===== src/rtl/io_pinmux_arb_pkg.sv =====
// Shared definitions for the pad-bank arbiter: FSM state encoding and turnaround counter width.
package io_pinmux_arb_pkg;

  typedef enum logic [1:0] {
    StIdle = 2'd0,
    StTurn = 2'd1,
    StOwn  = 2'd2
  } pinmux_state_e;

  // Wide enough for TURN_CYC-1 with TURN_CYC up to 15.
  localparam int unsigned TurnCntW = 4;

endpackage


===== src/rtl/io_sync2.sv =====
// Two-flop synchronizer bank for asynchronous pad inputs.
module io_sync2 #(
  parameter int unsigned Width = 8
) (
  input  logic             clk_i,
  input  logic             rst_n_i,
  input  logic [Width-1:0] d_i,
  output logic [Width-1:0] q_o
);

  logic [Width-1:0] meta_q;
  logic [Width-1:0] sync_q;

  always_ff @(posedge clk_i or negedge rst_n_i) begin
    if (!rst_n_i) begin
      meta_q <= '0;
      sync_q <= '0;
    end else begin
      meta_q <= d_i;
      sync_q <= meta_q;
    end
  end

  assign q_o = sync_q;

endmodule


===== src/rtl/io_pinmux_arb.sv =====
// Round-robin, non-preemptive arbiter granting a shared tri-state pad bank to one requester,
// with a fixed all-released turnaround window between owners.
module io_pinmux_arb
  import io_pinmux_arb_pkg::*;
#(
  parameter int unsigned NREQ     = 4,
  parameter int unsigned NPAD     = 8,
  parameter int unsigned TURN_CYC = 2
) (
  input  logic                      clk_i,
  input  logic                      rst_n_i,
  input  logic [NREQ-1:0]           req_i,
  output logic [NREQ-1:0]           gnt_o,
  input  logic [NREQ*NPAD-1:0]      do_i,
  input  logic [NREQ*NPAD-1:0]      oe_i,
  output logic [NPAD-1:0]           pad_c2p_o,
  output logic [NPAD-1:0]           pad_c2p_en_o,
  input  logic [NPAD-1:0]           pad_p2c_i,
  output logic [NPAD-1:0]           di_o,
  output logic [$clog2(NREQ)-1:0]   owner_o,
  output logic                      busy_o
);

  localparam int unsigned OwnerW = $clog2(NREQ);
  localparam logic [TurnCntW-1:0] TurnLoad = TurnCntW'(TURN_CYC - 1);
  localparam logic [NREQ-1:0] OneHot = NREQ'(1);

  pinmux_state_e        state_q;
  logic [OwnerW-1:0]    owner_q;
  logic [OwnerW-1:0]    last_owner_q;
  logic [TurnCntW-1:0]  cnt_q;
  logic [NREQ-1:0]      gnt_q;

  logic                 rr_found;
  logic [OwnerW-1:0]    rr_winner;
  logic [OwnerW-1:0]    rr_idx;

  // Search starts one past the last owner; in OWN the owner's own bit is already low.
  always_comb begin
    rr_found  = 1'b0;
    rr_winner = '0;
    rr_idx    = '0;
    for (int i = 1; i <= int'(NREQ); i++) begin
      rr_idx = OwnerW'((int'(last_owner_q) + i) % int'(NREQ));
      if (!rr_found && req_i[rr_idx]) begin
        rr_found  = 1'b1;
        rr_winner = rr_idx;
      end
    end
  end

  always_ff @(posedge clk_i or negedge rst_n_i) begin
    if (!rst_n_i) begin
      state_q      <= StIdle;
      owner_q      <= '0;
      last_owner_q <= OwnerW'(NREQ - 1);
      cnt_q        <= '0;
      gnt_q        <= '0;
    end else begin
      unique case (state_q)
        StIdle: begin
          if (rr_found) begin
            state_q <= StTurn;
            owner_q <= rr_winner;
            cnt_q   <= TurnLoad;
          end
        end
        StTurn: begin
          if (cnt_q != '0) begin
            cnt_q <= cnt_q - TurnCntW'(1);
          end else if (req_i[owner_q]) begin
            state_q      <= StOwn;
            gnt_q        <= OneHot << owner_q;
            last_owner_q <= owner_q;
          end else begin
            state_q <= StIdle;
            owner_q <= '0;
          end
        end
        StOwn: begin
          if (!req_i[owner_q]) begin
            gnt_q <= '0;
            if (rr_found) begin
              state_q <= StTurn;
              owner_q <= rr_winner;
              cnt_q   <= TurnLoad;
            end else begin
              state_q <= StIdle;
              owner_q <= '0;
            end
          end
        end
        default: begin
          state_q <= StIdle;
          owner_q <= '0;
          gnt_q   <= '0;
        end
      endcase
    end
  end

  // Pads follow the owner combinationally; reset clears state_q, so release is immediate.
  always_comb begin
    pad_c2p_o    = '0;
    pad_c2p_en_o = '0;
    if (state_q == StOwn) begin
      pad_c2p_o    = do_i[owner_q*NPAD +: NPAD];
      pad_c2p_en_o = oe_i[owner_q*NPAD +: NPAD];
    end
  end

  io_sync2 #(
    .Width (NPAD)
  ) u_sync (
    .clk_i   (clk_i),
    .rst_n_i (rst_n_i),
    .d_i     (pad_p2c_i),
    .q_o     (di_o)
  );

  assign gnt_o   = gnt_q;
  assign owner_o = owner_q;
  assign busy_o  = (state_q != StIdle);

endmodule


===== config.mk =====
export PLATFORM = sky130hd
export DESIGN_NAME = io_pinmux_arb
export DESIGN_NICKNAME = d
export VERILOG_FILES = /design/src/rtl/io_pinmux_arb_pkg.sv /design/src/rtl/io_sync2.sv /design/src/rtl/io_pinmux_arb.sv
export SDC_FILE = /design/constraint.sdc
export NUM_CORES = 1
export LEC_CHECK = 0
export CORE_MARGIN = 2
export CORE_UTILIZATION = 36
export DETAILED_ROUTE_END_ITERATION = 10
export PLACE_DENSITY_LB_ADDON = 0.25
export SLEW_MARGIN = 20
export SYNTH_ARGS = -nofsm -noshare
export SYNTH_HDL_FRONTEND = slang
export SYNTH_HIERARCHICAL = 1
export SYNTH_SLANG_ARGS = --single-unit

===== constraint.sdc =====
create_clock -name clk_i -period 2.3 [get_ports clk_i]
set_clock_uncertainty 0.05 [all_clocks]
set_input_delay 0.46 -clock clk_i [delete_from_list [all_inputs] [get_ports clk_i]]
set_output_delay 0.46 -clock clk_i [all_outputs]
set_load 0.02 [all_outputs]

==> results_tabular.tex <==
\begin{tabular}{lr}
\hline
Metric & Value \\
\hline
\multicolumn{2}{l}{\textbf{Clocking}} \\
\quad Clock tree root buffer cell & sky130\_fd\_sc\_hd\_\_clkbuf\_8 \\
\quad Max Root-Sink Buffers & 2 \\
\quad TritonCTS clock tree & yes \\
\quad Cts bufs inserted & 5 \\
\quad H-Tree Level Count & 2 \\
\quad Skew-Pair Late Insertion Delay & 0.28 ns \\
\quad Clk slew on worst S/H paths & 0.06 ns \\
\quad CTS Hold Bufs & 0 \\
\quad Clock Sinks & 30 \\
\multicolumn{2}{l}{\textbf{Synth}} \\
\quad Synth Net Count & 205 \\
\quad Dominant cell by count in the synthesized netlist & sky130\_fd\_sc\_hd\_\_dfrtp\_1 \\
\quad Distinct cell type count of the synthesized netlist & 32 \\
\quad Count of yosys warnings during synthesis & 6 \\
\quad Cell type contributing the most total cell area after synthesis & sky130\_fd\_sc\_hd\_\_dfrtp\_1 \\
\quad \#FFs+latches synth & 30 \\
\quad Mean Syn Cell Area & 12.89 sq um \\
\quad EDFF count, synth & 0 \\
\quad Register area share after synthesis & 46.38\% \\
\quad Post-synth top flop & sky130\_fd\_sc\_hd\_\_dfrtp\_1 \\
\quad Cell types occupying the most area after synthesis & sky130\_fd\_sc\_hd\_\_dfrtp\_1 43\%, sky130\_fd\_sc\_hd\_\_mux4\_2 24\%, sky130\_fd\_sc\_hd\_\_nor2b\_1 6.9\% \\
\quad Proportion of netlist area held by the largest area contributor & 43.14\% \\
\quad Synth async-reset ratio & 100.0\% \\
\quad Post-synth design cell area & 1624 sq um \\
\quad Gate count after technology mapping & 126 \\
\quad Synth cell count leaders & 28 x sky130\_fd\_sc\_hd\_\_dfrtp\_1, 18 x sky130\_fd\_sc\_hd\_\_nor2b\_1, 17 x sky130\_fd\_sc\_hd\_\_mux4\_2 \\
\multicolumn{2}{l}{\textbf{Critical path}} \\
\quad Crit Path Max Fanout & 5 \\
\quad Worst path bufs/invs & 2 \\
\quad Largest delay contributor family on the critical path & multiplexers \\
\quad Critical path type & flop to primary output \\
\quad Critical Path Slowest Stage Cell & sky130\_fd\_sc\_hd\_\_mux4\_2 \\
\quad Worst Path Arrival & 1.71 ns \\
\quad Delay of the slowest critical-path stage & 0.48 ns \\
\quad Required time of the critical path & 1.79 ns \\
\quad Startpoint types & flop \\
\quad Crit-path cells & bufbuf\_16 > mux4\_2 > nor2b\_1 > buf\_2 \\
\quad Crit. End Element & primary output \\
\quad R2r setup slk & 0.39 ns \\
\multicolumn{2}{l}{\textbf{Die}} \\
\quad Starting density of the core & 37.30\% \\
\quad Core ar. & 4354 sq um \\
\quad Die outline width & 71.17 microns \\
\quad Height of the die & 71.17 microns \\
\quad Full die area & 5064 sq um \\
\quad Cell Rows & 24 \\
\quad Ports placed on the boundary & 109 \\
\multicolumn{2}{l}{\textbf{Power}} \\
\quad Internal & 0.001888 W \\
\quad Power share of the clock group & 15.1\% \\
\quad Switching power summed over all nets & 0.0009842 W \\
\quad Logic gate share of total power & 57.8\% \\
\quad Proportion of power drawn by flip-flops and latches & 27.0\% \\
\quad Total power divided by cell area & 981.0 nW/um\^{}2 \\
\quad Worst VDD drop & 0.6260 mV \\
\quad Switching share of total power & 34.27\% \\
\quad Static leakage & 1.234 nW \\
\multicolumn{2}{l}{\textbf{Layout}} \\
\quad Signed area change from the synthesized netlist to the final layout & 80.28\% \\
\quad Diode count & 0 \\
\quad Fillers & 357 \\
\quad Final core utilization & 67.24\% \\
\quad Share of layout cells above drive strength 1 & 23.69\% \\
\quad Layout net count & 327 \\
\multicolumn{2}{l}{\textbf{Timing}} \\
\quad Transition at the pin with the smallest max-transition slack & 0.3637 ns \\
\quad Worst slew margin & 75.71\% \\
\quad Tcrit/Tclk final & 96.45\% \\
\quad Final WS setup & 0.08174 ns \\
\quad Setup repair after global routing missed its margin & false \\
\quad Final setup violation count & 0 \\
\quad Fin. Hold Viols & 0 \\
\quad Maximum frequency from static timing analysis & 0.4508 GHz \\
\quad Period minus WS final & 2.218 ns \\
\quad Number of pins exceeding their max-slew limit in the final report & 0 \\
\multicolumn{2}{l}{\textbf{Place}} \\
\quad Routability Congestion & 0.7858 \\
\quad Post-Place Setup Slack & -0.2458 ns \\
\quad Port Buffer Count & 108 \\
\quad HPWL after detailed placement & 3.803 mm \\
\multicolumn{2}{l}{\textbf{Global route}} \\
\quad Global-route congestion overflow total & 0 \\
\quad Overall Global Routing Usage & 19.52\% \\
\quad Largest net degree at the start of global routing & 31 \\
\quad Number of antenna violations at the first check in global routing & 0 \\
\quad Global-route wire length before repair & 7.562 mm \\
\quad Number of global-route vias before repair & 1561 \\
\multicolumn{2}{l}{\textbf{Route}} \\
\quad Remaining routing DRC violations & 0 \\
\quad Total iterations of the first detailed-routing run & 4 \\
\quad Via-to-Cell Ratio & 5.007 \\
\quad Total vias in the final route & 1507 \\
\quad Wirelength, routed & 4.785 mm \\
\quad Post-route ant nets & 0 \\
\quad Number of DRC markers after the initial detailed-route iteration & 61 \\
\quad Routed len/inst & 15.90 microns \\
\multicolumn{2}{l}{\textbf{Run}} \\
\quad Number of max-capacitance violations reported & 0 \\
\multicolumn{2}{l}{\textbf{Min path}} \\
\quad Worst Hold Class & flop to flop \\
\multicolumn{2}{l}{\textbf{Run status}} \\
\quad Run status & complete, no violations \\
\hline
\end{tabular}
==> cell families after synthesis <==
logic type | Yosys count | synth area share, %
simple gates | 45 | 15.49
mux | 17 | 23.57
buf+inv | 12 | 3.082
compound gates | 20 | 10.17
fa+ha+maj | 1 | 0.7703
flops | 30 | 46.38
xor+xnor | 1 | 0.5394
==> layer usage <==
metal / GRT usage, % / part of all wire [%]
met4: 7.128 / 1.7
met5: 0 / 0
met3: 5.128 / 6.3
met2: 35.19 / 55
met1: 22.07 / 37
==> timing repair <==
action,4_1_cts,5_1_grt
endpoints found under the hold margin,0,0
setup endpoints to repair,16,3
gates resized for setup,62,3
pin swaps,0,0
gates cloned,1,0
buffers inserted,2,0
==> power groups by stage <==
| stage | sequential [W] | combinational [W] | clock (W) |
|---|---|---|---|
| floorplan | 0.000816 | 0.000933 | 0 |
| global placement | 0.000780 | 0.00155 | 0 |
| detailed placement | 0.000786 | 0.00158 | 0 |
| CTS | 0.000776 | 0.00169 | 0.000448 |
| global route | 0.000793 | 0.00180 | 0.000472 |
| finish | 0.000777 | 0.00166 | 0.000434 |
==> worst reg2reg max path: stages, from the launching register on <==
cell                       delay [ns]
sky130_fd_sc_hd__dfrtp_2         0.39
sky130_fd_sc_hd__buf_12          0.11
sky130_fd_sc_hd__buf_12          0.13
sky130_fd_sc_hd__mux4_2          0.58
sky130_fd_sc_hd__and3b_1         0.26
sky130_fd_sc_hd__a211oi_2        0.06
sky130_fd_sc_hd__a2bb2o_4        0.23
==> registers in the layout, indices dropped and copies added, names as in the netlist <==
name,flops
state_q,2
gnt_o,4
u_sync/meta_q,8
owner_o,2
last_owner_q,2
cnt_q,4
u_sync/q_o,8
==> layout by cell type, fill, tap and decap left out, drive strengths merged, types with 2 or more instances in the layout <==
cell,n
nor2,3
dfstp,2
nor3b,3
o21ai,4
inv,7
o2bb2ai,4
buf,27
dfrtp,28
nor2b,18
nor3,2
a22o,3
mux4,17
clkdlybuf4s50,92
nand2b,4
clkbuf,6
nand2,10
==> worst paths after layout <==
check                                 start  depth (start not counted)         endpoint
max reg2reg                      owner_o[0]                          6       owner_o[1]
min reg2reg                u_sync/meta_q[7]                          0    u_sync/q_o[7]
max                              owner_o[0]                          4  pad_c2p_en_o[5]
min                        u_sync/meta_q[7]                          0    u_sync/q_o[7]
max in group asynchronous           rst_n_i                          2  last_owner_q[0]
min in group asynchronous           rst_n_i                          2         gnt_o[1]
==> cell type report <==
| type | instances | area, sq um | area share (%) |
|---|---|---|---|
| tap | 52 | 65.06 | 2.222 |
| sequential | 30 | 754.5 | 25.77 |
| clock inverter | 2 | 12.51 | 0.4274 |
| timing repair buffer | 120 | 1166 | 39.83 |
| clock buffer | 6 | 82.58 | 2.821 |
| inverter | 7 | 26.28 | 0.8974 |
| multi-input combinational | 84 | 820.8 | 28.03 |
==> metrics by stage <==
stage / instance area [sq um] / cells / setup TNS, ns / total power, W / hold slack, ns
5_1_grt: 2928 / 301 / 0 / 0.003062 / 0.3038
2_1_floorplan: 1624 / 126 / 0 / 0.001749 / 0.1144
3_5_place_dp: 2851 / 290 / -3.253 / 0.002361 / 0.2865
3_3_place_gp: 2851 / 290 / -3.074 / 0.002326 / 0.2822
6_report: 2928 / 301 / 0 / 0.002872 / 0.2979
4_1_cts: 2947 / 301 / 0 / 0.002909 / 0.3015
Note: power is estimated with default switching activity, not from simulation.
